[config.mk]
export PLATFORM = sky130hd
export DESIGN_NAME = rs_encoder_serial
export DESIGN_NICKNAME = d
export VERILOG_FILES = /design/src/rtl/rs_encoder_serial.sv
export SDC_FILE = /design/constraint.sdc
export NUM_CORES = 1
export LEC_CHECK = 0
export BUFFER_PORTS_ARGS = -buffer_cell sky130_fd_sc_hd__buf_2
export CELL_PAD_IN_SITES_DETAIL_PLACEMENT = 1
export CELL_PAD_IN_SITES_GLOBAL_PLACEMENT = 2
export CORE_UTILIZATION = 37
export DETAILED_ROUTE_END_ITERATION = 6
export GPL_TIMING_DRIVEN = 1
export PLACE_DENSITY_LB_ADDON = 0.25
export SYNTH_ARGS = -nofsm -noshare
export SYNTH_HDL_FRONTEND = slang
export SYNTH_SLANG_ARGS = --single-unit
[constraint.sdc]
create_clock -name clk -period 3.77 [get_ports clk]
set_input_delay 0.1885 -clock clk [delete_from_list [all_inputs] [get_ports clk]]
set_output_delay 0.1885 -clock clk [all_outputs]
set_load 0.02 [all_outputs]
[src/rtl/rs_encoder_serial.sv]
// rs_encoder_serial: systematic RS(15,9) encoder over GF(16), poly x^4+x+1.
// LFSR architecture, one message symbol per clock, highest degree first.
// Optional build macro ENCODER_SELF_CHECK_EN adds a 15-cycle syndrome check
// of the assembled codeword and the checkError output.
module rs_encoder_serial #(
    parameter int SYM_W = 4,
    parameter int N     = 15,
    parameter int K     = 9
) (
    input  logic               clk,
    input  logic               rstN,
    input  logic [SYM_W*K-1:0] messageIn,
    input  logic               encodeMessage,
    output logic               encoderBusy,
    output logic               codewordValid,
    output logic [SYM_W*N-1:0] codewordOut
`ifdef ENCODER_SELF_CHECK_EN
    ,
    output logic               checkError
`endif
);

    // Only the RS(15,9) / GF(16) configuration is implemented.
    if (SYM_W != 4 || N != 15 || K != 9) begin : g_bad_cfg
        $error("rs_encoder_serial supports only SYM_W=4, N=15, K=9");
    end

    // Generator coefficients g5..g0 packed as nibbles; g6 = 1 is implicit.
    localparam logic [23:0] GEN = 24'h793CAC;

    // Multiply in GF(16): shift-and-add with reduction by x^4 = x + 1.
    function automatic logic [3:0] gf_mul(input logic [3:0] a, input logic [3:0] b);
        logic [3:0] r;
        logic [3:0] t;
        r = 4'h0;
        t = a;
        for (int i = 0; i < 4; i++) begin
            if (b[i]) r = r ^ t;
            t = {t[2:0], 1'b0} ^ {2'b00, t[3], t[3]};
        end
        return r;
    endfunction

    typedef enum logic [1:0] {
        IDLE,
        ENCODE,
`ifdef ENCODER_SELF_CHECK_EN
        CHECK,
`endif
        DONE
    } state_t;

    state_t      state, state_nxt;
    logic [35:0] shadow;
    logic [23:0] par, par_nxt;
    logic [3:0]  cnt;
    logic [3:0]  sym, fb;

    // Pick message symbol (8-cnt) from the shadow register, build the LFSR update.
    always_comb begin
        sym = 4'h0;
        for (int j = 0; j < 9; j++) begin
            if (cnt == 4'(8 - j)) sym = shadow[4*j +: 4];
        end
        fb = sym ^ par[23:20];
        par_nxt[3:0] = gf_mul(GEN[3:0], fb);
        for (int n = 1; n < 6; n++) begin
            par_nxt[4*n +: 4] = par[4*(n-1) +: 4] ^ gf_mul(GEN[4*n +: 4], fb);
        end
    end

`ifdef ENCODER_SELF_CHECK_EN
    // alpha^1..alpha^6 packed as nibbles, alpha^1 in the low nibble.
    localparam logic [23:0] ALPHA = 24'hC63842;

    logic [23:0] syn, syn_nxt;
    logic [59:0] cw_cat;
    logic [3:0]  csym;

    // Horner step for all six syndromes, codeword symbol 14 fed first.
    always_comb begin
        cw_cat = {shadow, par};
        csym   = 4'h0;
        for (int j = 0; j < 15; j++) begin
            if (cnt == 4'(14 - j)) csym = cw_cat[4*j +: 4];
        end
        for (int i = 0; i < 6; i++) begin
            syn_nxt[4*i +: 4] = gf_mul(syn[4*i +: 4], ALPHA[4*i +: 4]) ^ csym;
        end
    end
`endif

    // State register.
    always_ff @(posedge clk or negedge rstN) begin
        if (!rstN) state <= IDLE;
        else       state <= state_nxt;
    end

    // Next-state logic; starts are only honoured in IDLE.
    always_comb begin
        state_nxt = state;
        case (state)
            IDLE:   if (encodeMessage) state_nxt = ENCODE;
`ifdef ENCODER_SELF_CHECK_EN
            ENCODE: if (cnt == 4'd8) state_nxt = CHECK;
            CHECK:  if (cnt == 4'd14) state_nxt = DONE;
`else
            ENCODE: if (cnt == 4'd8) state_nxt = DONE;
`endif
            DONE:   state_nxt = IDLE;
            default: state_nxt = IDLE;
        endcase
    end

    assign encoderBusy = (state != IDLE);

    // Datapath: latch message, run the LFSR, publish the codeword in DONE.
    always_ff @(posedge clk or negedge rstN) begin
        if (!rstN) begin
            shadow        <= '0;
            par           <= '0;
            cnt           <= '0;
            codewordOut   <= '0;
            codewordValid <= 1'b0;
`ifdef ENCODER_SELF_CHECK_EN
            syn           <= '0;
            checkError    <= 1'b0;
`endif
        end else begin
            codewordValid <= 1'b0;
            case (state)
                IDLE: begin
                    if (encodeMessage) begin
                        shadow <= messageIn;
                        par    <= '0;
                        cnt    <= '0;
                    end
                end
                ENCODE: begin
                    par <= par_nxt;
                    cnt <= (cnt == 4'd8) ? 4'd0 : cnt + 4'd1;
`ifdef ENCODER_SELF_CHECK_EN
                    if (cnt == 4'd8) syn <= '0;
`endif
                end
`ifdef ENCODER_SELF_CHECK_EN
                CHECK: begin
                    syn <= syn_nxt;
                    cnt <= cnt + 4'd1;
                end
`endif
                DONE: begin
                    codewordOut   <= {shadow, par};
                    codewordValid <= 1'b1;
`ifdef ENCODER_SELF_CHECK_EN
                    checkError    <= |syn;
`endif
                end
                default: ;
            endcase
        end
    end

endmodule

---- After elaboration in Yosys (flattened, before gate mapping) ----
Cells that the tools add are included.
storage, ports and cells
  input port bits ......................... 39
  logic and storage cells ................. 85
  output and inout bits ................... 62
  latch bits .............................. 0
  bits in writable memories ............... 0
  register bits ........................... 127
  ROM bits ................................ 0
  memories kept ........................... 0
operators by class
  shifts and indexed selects .............. 0
  reduce and logical (&&, ||, !) cells .... 7
  multiplexer cells ....................... 38
  order comparisons ....................... 0
  bitwise gates (word level) .............. 21
  $mul .................................... 0
  divide/modulo/power cells ............... 0
  eq/ne operators ......................... 12
  add/sub/neg operators ................... 1
operators by type and width
  operator               number
  $mux W4                23
  $pmux W24 S2           1
  $mux W24               1
  $xor A4 B4 Y4          6
  $not A3 Y3             6
  $eq A4 B3 Y1 const B   4
  $mux W3                5
  $eq A4 B2 Y1 const B   2
  $mux W2                4
  $not A2 Y2             4
  $not A4 Y4             2
  $pmux W4 S2            1
  $reduce_and A2 Y1      3
  $add A4 B1 Y4 const B  1
  $eq A4 B1 Y1 const B   1
  $eq A4 B4 Y1 const B   1
  $logic_not A4 Y1       1
  $ne A2 B2 Y1 const B   2
  $pmux W2 S2            1
  $reduce_bool A2 Y1     2
  $not A1 Y1             3
  $eq A2 B1 Y1 const B   1
  $eq A2 B2 Y1 const B   1
  $logic_not A2 Y1       1
  $mux W1                2

---- Logic depth before layout (Yosys ltp) ----
Gate-level depths: netlist of run 1.
  word-level depth ........................ 20
  mapped depth ............................ 13
  gate-level depth less buffers ........... 10

---- Least setup slack after synthesis of run 1 ----
Ideal clock, no wire load.
  kind .................................... register -> register
  start point ............................. register cnt[0]
  end point ............................... register par[11]
  data required time ...................... 3.636 ns
  arrival ................................. 2.527 ns
  library setup time ...................... 0.134 ns
  setup slack ............................. 1.108 ns
  cell stages (with the launch flop) ...... 14
  buffers on the path ..................... 3
  period minus slack after synthesis ...... 2.662 ns
  path through ............................ dfrtp_1 inv_1 ha_1 buf_2 and3b_1 buf_2 a2bb2oi_1 o22ai_1 nand4_1 or3b_1 buf_4 xor3_1 xnor2_1 o21ai_0
between the ends
  longest elaborated chain between the ends .. 18
  elaborated cells between the ends (all ways) .. 26
  those cells by class .................... 8 x eq/ne; 13 x mux; 4 x bitwise; 1 x reduce/logical
ends and longest elaborated chain
  what                    RTL line  source
  from (decl)             56        logic [3:0] cnt;
  from (signal assigned)  141       cnt <= (cnt == 4'd8) ? 4'd0 : cnt + 4'd1;
  $eq A4 B4 Y1            63        if (cnt == 4'(8 - j)) sym = shadow[4*j +: 4];
  $mux W4 (8 in a row)    63
  $mux W4 (*)             63
  $xor A4 B4 Y4 (*)       65        fb = sym ^ par[23:20];
  $mux W4                 38        if (b[i]) r = r ^ t;
  $not A3 Y3 (no line)    n/a
  $mux W4                 38
  $not A2 Y2 (no line)    n/a
  $mux W4 (*)             38
  $xor A4 B4 Y4 (*)       68        par_nxt[4*n +: 4] = par[4*(n-1) +: 4] ^ gf_mul(GEN[4*n +: 4], fb);
  $pmux W24 S2 (*)        131       case (state)
  to (signal assigned)    140       par <= par_nxt;
  to (decl)               55        logic [23:0] par, par_nxt;
Mark *: on every way between the ends. The rest lies on a longest branch, timed or not.
A chain may end at the register's enable or synchronous reset.

---- Worst setup path after layout of run 1 ----
  start point ............................. register cnt[0]
  end point ............................... register par[22]
between the ends
  longest elaborated chain between the ends .. 20
  elaborated cells between the ends (all ways) .. 28
  those cells by class .................... 8 x eq/ne; 14 x mux; 5 x bitwise; 1 x reduce/logical
ends and longest elaborated chain
  what                  RTL line
  $eq A4 B4 Y1          63
  $mux W4 (8 in a row)  63
  $mux W4 (*)           63
  $xor A4 B4 Y4 (*)     65
  $mux W3               38
  $not A3 Y3 (no line)  n/a
  $mux W4               38
  $not A4 Y4 (no line)  n/a
  $mux W4               38
  $not A3 Y3 (no line)  n/a
  $mux W4 (*)           38
  $xor A4 B4 Y4 (*)     68
  $pmux W24 S2 (*)      131
Marked as above.

==> impl_metrics.py, run 1 <==
metrics = {
    "floorplanning": {
        "dieArea_sq_mm": 0.0162,
        "row_count": 45,
        "start_util": 0.382,
        "die_y_um": 127,
        "die_x_um": 127,
        "io_pins": 101,
        "core_area_sq_mm": 0.0153,
    },
    "global_route": {
        "use_met3": 0.0465,
        "grt_max_degree": 67,
        "use_met1": 0.262,
        "grt_pass1_vias": 4370,
        "grt.total_usage": 0.195,
        "grt_pass1_wl_um": 23900,
        "grt.overflow.total": 0,
        "top_usage_layer": "met2",
        "met2_usage": 0.306,
        "antenna_found_initial": 0,
    },
    "synthesis": {
        "synth_seq_area_share": 0.546,
        "synth-edff-count": 0,
        "avgSynthCellArea_sq_um": 12.4,
        "syn_area_sq_mm": 0.00582,
        "synthArstFlopShare": 1.00,
        "synth_seq_cells": 127,
        "synth.distinct_cells": 47,
        "syn_nets": 514,
        "synthFlopType": "dfrtp_1",
        "yosys_warnings": 0,
        "netlist_instances": 471,
    },
    "sta": {
        "period_minus_slack_ns": 3.33,
        "tightest_slew_ns": 1.23,
        "setup_tns_ns": 0,
        "drv_slew": 0,
        "final-setup-viol-count": 0,
        "hold_violations": 0,
        "timing.final.crit_share": 0.885,
        "grt_setup_unrepaired": "no",
        "skew_ns": 0.00723,
        "max_freq_mhz": 300,
        "slew_headroom": 0.181,
    },
    "layout": {
        "utilization": 0.482,
        "num-fill-cells": 1606,
        "diodes": 0,
        "layout.cells.most_common": "dfrtp_1",
        "drive_above_1_share": 0.387,
        "layout_common_cells": "127 x dfrtp_1, 99 x buf_2, 85 x mux2_2",
        "syn_to_final_growth_pct": 26.3,
        "nNetsFinal": 636,
    },
    "worst_setup_path": {
        "r2r_setup_slack_ns": 0.44,
        "worstSetupPathType": "flop to flop",
        "reg2reg_from": "cnt[0]",
        "r2r-end": "par[22]",
        "start_kind": "flop",
        "cp-end-kind": "flop",
        "worst-r2r-cell-count": 10,
        "worstSetupEndpoint": "par[22]",
        "crit_fanout": 12,
        "worst_ep_arrival_time_ns": 3.66,
        "startpoint": "cnt[0]",
        "required_ns": 4.09,
    },
    "clock_tree": {
        "numCtsBuffers": 17,
        "post_cts_buffers": 0,
        "cts_tree": "built",
        "cts-root-buf": "clkbuf_16",
        "cts_sinks": 127,
        "h-tree-depth": 4,
        "holdBufCountCts": 29,
        "clk_pin_slew_ns": 0.06,
        "clk_path_buf_depth": 2,
        "clkLatencyLatePin_ns": 0.42,
        "cts-resized-gates": 0,
    },
    "route": {
        "vias_per_cell": 4.97,
        "wl_um": 14400,
        "first_iter_violations": 231,
        "firstDrtPassIters": 4,
        "drc": 0,
        "wl_per_cell_um": 17.7,
        "vias": 4054,
        "ant_nets": 0,
    },
    "placement": {
        "place.gp.congestion": 0.800,
        "port_buffers": 100,
        "dp_hpwl_um": 9800,
    },
    "run_status": {
        "status": "finished, final reports clean",
    },
    "min_path": {
        "hold_path.class": "input pin to flop",
    },
    "run": {
        "max_cap_viol_count": 0,
    },
}
-- cells by family (layout without fill, tap and decap cells) --
kind of cell / count (synthesis) / in the layout / share of synthesized area
flip-flops: 127 / 127 / 0.546
AO/OA/AOI/OAI: 95 / 95 / 0.110
multiplexers: 87 / 87 / 0.170
AND/OR/NAND/NOR: 79 / 79 / 0.0602
buffers and inverters: 44 / 178 / 0.0337
XOR/XNOR: 35 / 35 / 0.0716
adder cells (fa/ha/maj): 4 / 4 / 0.00860
-- layer usage --
layer / wire (um) / vias to the layer above
met2: 6830 / 84
met1: 6780 / 2048
met5: 0 / -
met3: 597 / 16
li1: - / 1906
met4: 214 / 0
-- worst max-delay path: stages, from the launching register on --
cell and delay [ns]:
dfrtp_1 0.45, inv_1 0.12, ha_1 0.47, nand2b_1 0.27, nor3_1 0.23, o22ai_1 0.13, nand4_1 0.11, or3b_1 0.59
xnor2_2 0.45, xnor3_1 0.28, o21ai_1 0.14
-- final cells by class --
cell class,instances,area (sq um),area share
Clock inverter,10,88.8,0.0121
Inverter,12,45.0,0.00612
Timing Repair Buffer,135,851,0.116
Clock buffer,21,470,0.0640
Sequential cell,127,3180,0.432
Tap cell,211,264,0.0359
Multi-Input combinational cell,300,2460,0.334
-- state kept, by name, indices dropped and copies added, names as in the netlist --
register,count
codewordOut,60
par,24
shadow,36
state,2
cnt,4
codewordValid,1
-- synthesized netlist by cell type, drive strengths merged (2+ instances only) --
cell,number,area share
dfrtp,127,0.55
mux2,87,0.17
nand2,46,0.030
o21ai,31,0.027
xnor2,21,0.037
clkbuf,17,0.011
a21oi,15,0.013
buf,15,0.015
o22ai,14,0.015
inv,12,0.0077
nor2,11,0.0071
xor2,10,0.018
nand2b,8,0.0086
a211oi,7,0.0099
a31oi,5,0.0054
o221ai,5,0.0075
ha,4,0.0086
a2bb2oi,3,0.0045
nor3,3,0.0026
a2111oi,2,0.0095
a21boi,2,0.0026
a22o,2,0.0030
nand3,2,0.0017
nand4,2,0.0021
nor2b,2,0.0021
o211a,2,0.0034
o211ai,2,0.0026
o31ai,2,0.0026
or2,2,0.0022
xnor3,2,0.0077
xor3,2,0.0082
-- metrics by stage --
step | setup slack [ns] | hold WS (ns) | cell area [sq um] | cells
after floorplan | 1.11 | -0.107 | 5820 | 471
after global placement | 0.608 | 0.319 | 6500 | 756
after detailed placement | 0.437 | 0.329 | 6500 | 756
after CTS | 0.411 | 0.000245 | 7350 | 816
after global routing | 0.135 | 0.000557 | 7350 | 816
final | 0.435 | 0.0131 | 7350 | 816
-- worst min path at each step --
stage	from	to	cells after the start
after global placement	rstN	codewordOut[12]	1
after floorplan	rstN	cnt[0]	0
after global routing	messageIn[7]	shadow[7]	2
after CTS	messageIn[1]	shadow[1]	2
after detailed placement	rstN	codewordOut[12]	1
final	messageIn[7]	shadow[7]	2
Power of run 1 is not shown: default switching activity piles up to over one toggle a cycle in this logic, so the estimate is an artifact.
==> inputs of run 2 (changes only) <==
--- a/config.mk
+++ b/config.mk
@@ -11,7 +11,7 @@
 export CORE_UTILIZATION = 37
 export DETAILED_ROUTE_END_ITERATION = 6
 export GPL_TIMING_DRIVEN = 1
-export PLACE_DENSITY_LB_ADDON = 0.25
+export PLACE_DENSITY = 0.86
 export SYNTH_ARGS = -nofsm -noshare
 export SYNTH_HDL_FRONTEND = slang
 export SYNTH_SLANG_ARGS = --single-unit
==> run 2 against run 1 <==
Utilization is essentially flat; highest routed layer unchanged; global-route usage grew 0.22 points; first-iteration DRC count shrank 26%; clock-buffer cell count shrank 1.
==> impl_metrics.py, run 2 (synthesized netlist as in run 1, its figures left out) <==
metrics = {
    "worst_setup_path": {
        "worst_ep_arrival_time_ns": 3.70,
        "required_ns": 4.10,
        "reg2reg_from": "cnt[0]",
        "worst-r2r-cell-count": 10,
        "worstSetupPathType": "flop to flop",
        "cp-end-kind": "flop",
        "start_kind": "flop",
        "crit_fanout": 12,
        "startpoint": "cnt[0]",
    },
    "floorplanning": {
        "io_pins": 101,
        "die_y_um": 127,
        "dieArea_sq_mm": 0.0162,
        "row_count": 45,
        "die_x_um": 127,
        "core_area_sq_mm": 0.0153,
        "start_util": 0.382,
    },
    "global_route": {
        "grt_pass1_vias": 4532,
        "grt_max_degree": 66,
        "grt_pass1_wl_um": 24300,
        "antenna_found_initial": 0,
        "grt.total_usage": 0.197,
        "grt.overflow.total": 0,
    },
    "layout": {
        "nNetsFinal": 625,
        "syn_to_final_growth_pct": 26.3,
        "diodes": 0,
        "largest_register_ffs": 60,
        "utilization": 0.482,
        "regMostFlops": "codewordOut",
        "layout_common_cells": "127 x dfrtp_1, 99 x buf_2, 85 x mux2_2",
        "drive_above_1_share": 0.393,
        "layout.cells.most_common": "dfrtp_1",
        "stdcell_count": 806,
        "reg.largest.list": "codewordOut: 60 flops, shadow: 36 flops, par: 24 flops",
    },
    "route": {
        "dr_wl_met3_um": 466,
        "ant_nets": 0,
        "firstDrtPassIters": 4,
        "wl_um": 14800,
        "drc": 0,
        "wl_per_cell_um": 18.4,
        "vias_per_cell": 5.07,
        "top_layer": "met4",
        "met2WireLength_um": 7510,
        "wl_met1_um": 6600,
        "vias": 4086,
        "first_iter_violations": 172,
    },
    "run": {
        "max_cap_viol_count": 0,
    },
    "sta": {
        "grt_setup_unrepaired": "no",
        "tightest_slew_ns": 1.25,
        "timing.final.crit_share": 0.896,
        "setup_tns_ns": 0,
        "slew_headroom": 0.161,
        "hold_violations": 0,
        "period_minus_slack_ns": 3.38,
        "final-setup-viol-count": 0,
        "setup_ws_ns": 0.392,
        "max_freq_mhz": 296,
        "drv_slew": 0,
        "skew_ns": 0.0101,
    },
    "clock_tree": {
        "numCtsBuffers": 17,
        "cts-resized-gates": 0,
        "h-tree-depth": 4,
        "cts_sinks": 127,
        "clk_path_buf_depth": 2,
        "cts-root-buf": "clkbuf_16",
        "clk_pin_slew_ns": 0.06,
        "clkLatencyLatePin_ns": 0.42,
        "post_cts_buffers": 0,
        "cts_tree": "built",
    },
    "min_path": {
        "min_path_cells": 2,
        "hp-start": "messageIn[2]",
        "hold_path.class": "input pin to flop",
    },
    "placement": {
        "dp_hpwl_um": 10000,
        "dp_cells": 754,
        "port_buffers": 100,
        "dp_slack_ns": 0.387,
        "place.gp.congestion": 0.852,
    },
    "run_status": {
        "status": "finished, final reports clean",
    },
}
[run 2: final cells by class]
type                    instances  area, sq um
inverters                      12         45.0
clock buffers                  20          467
fillers                      1630         7910
repair buffers                124          758
well taps                     211          264
clock inverters                12          183
multi-input cells             300         2460
flip-flops and latches        127         3180
[run 2: stage by stage]
stage | cell area [sq um] | hold WS [ns]
final | 7350 | 0.0142
after global routing | 7350 | 0.00296
after CTS | 7350 | 0.000538
after detailed placement | 6500 | 0.335
after global placement | 6500 | 0.326
after floorplan | 5820 | -0.107
[run 2: worst paths after layout]
kind,end,slack [ns]
max,par[5],0.39
min,shadow[2],0.01
max reg2reg,par[5],0.39
min reg2reg,codewordOut[50],0.47
max in group asynchronous,par[15],2.55
min in group asynchronous,codewordOut[29],0.39
[run 2: what timing repair did]
item                                    in CTS  in global routing
endpoints found under the setup margin       0                  0
hold endpoints to repair                    81                  0
hold buffers                                20                  0
[run 2: critical path, stage by stage, from the launching register on]
cell and delay [ns]:
dfrtp_1 0.45, inv_1 0.12, ha_1 0.47, nand2b_1 0.28, nor3_1 0.27, o22ai_1 0.14, nand4_1 0.13, or3b_1 0.58
xnor2_2 0.42, xnor3_1 0.29, o21ai_1 0.13
[run 2: routing by layer]
layer / GRT usage / up-vias
met4: 0.0826 / 0
met2: 0.326 / 80
met3: 0.0427 / 20
li1: - / 1888
met5: 0 / -
met1: 0.250 / 2098
Power of run 2 is left out for the same reason.
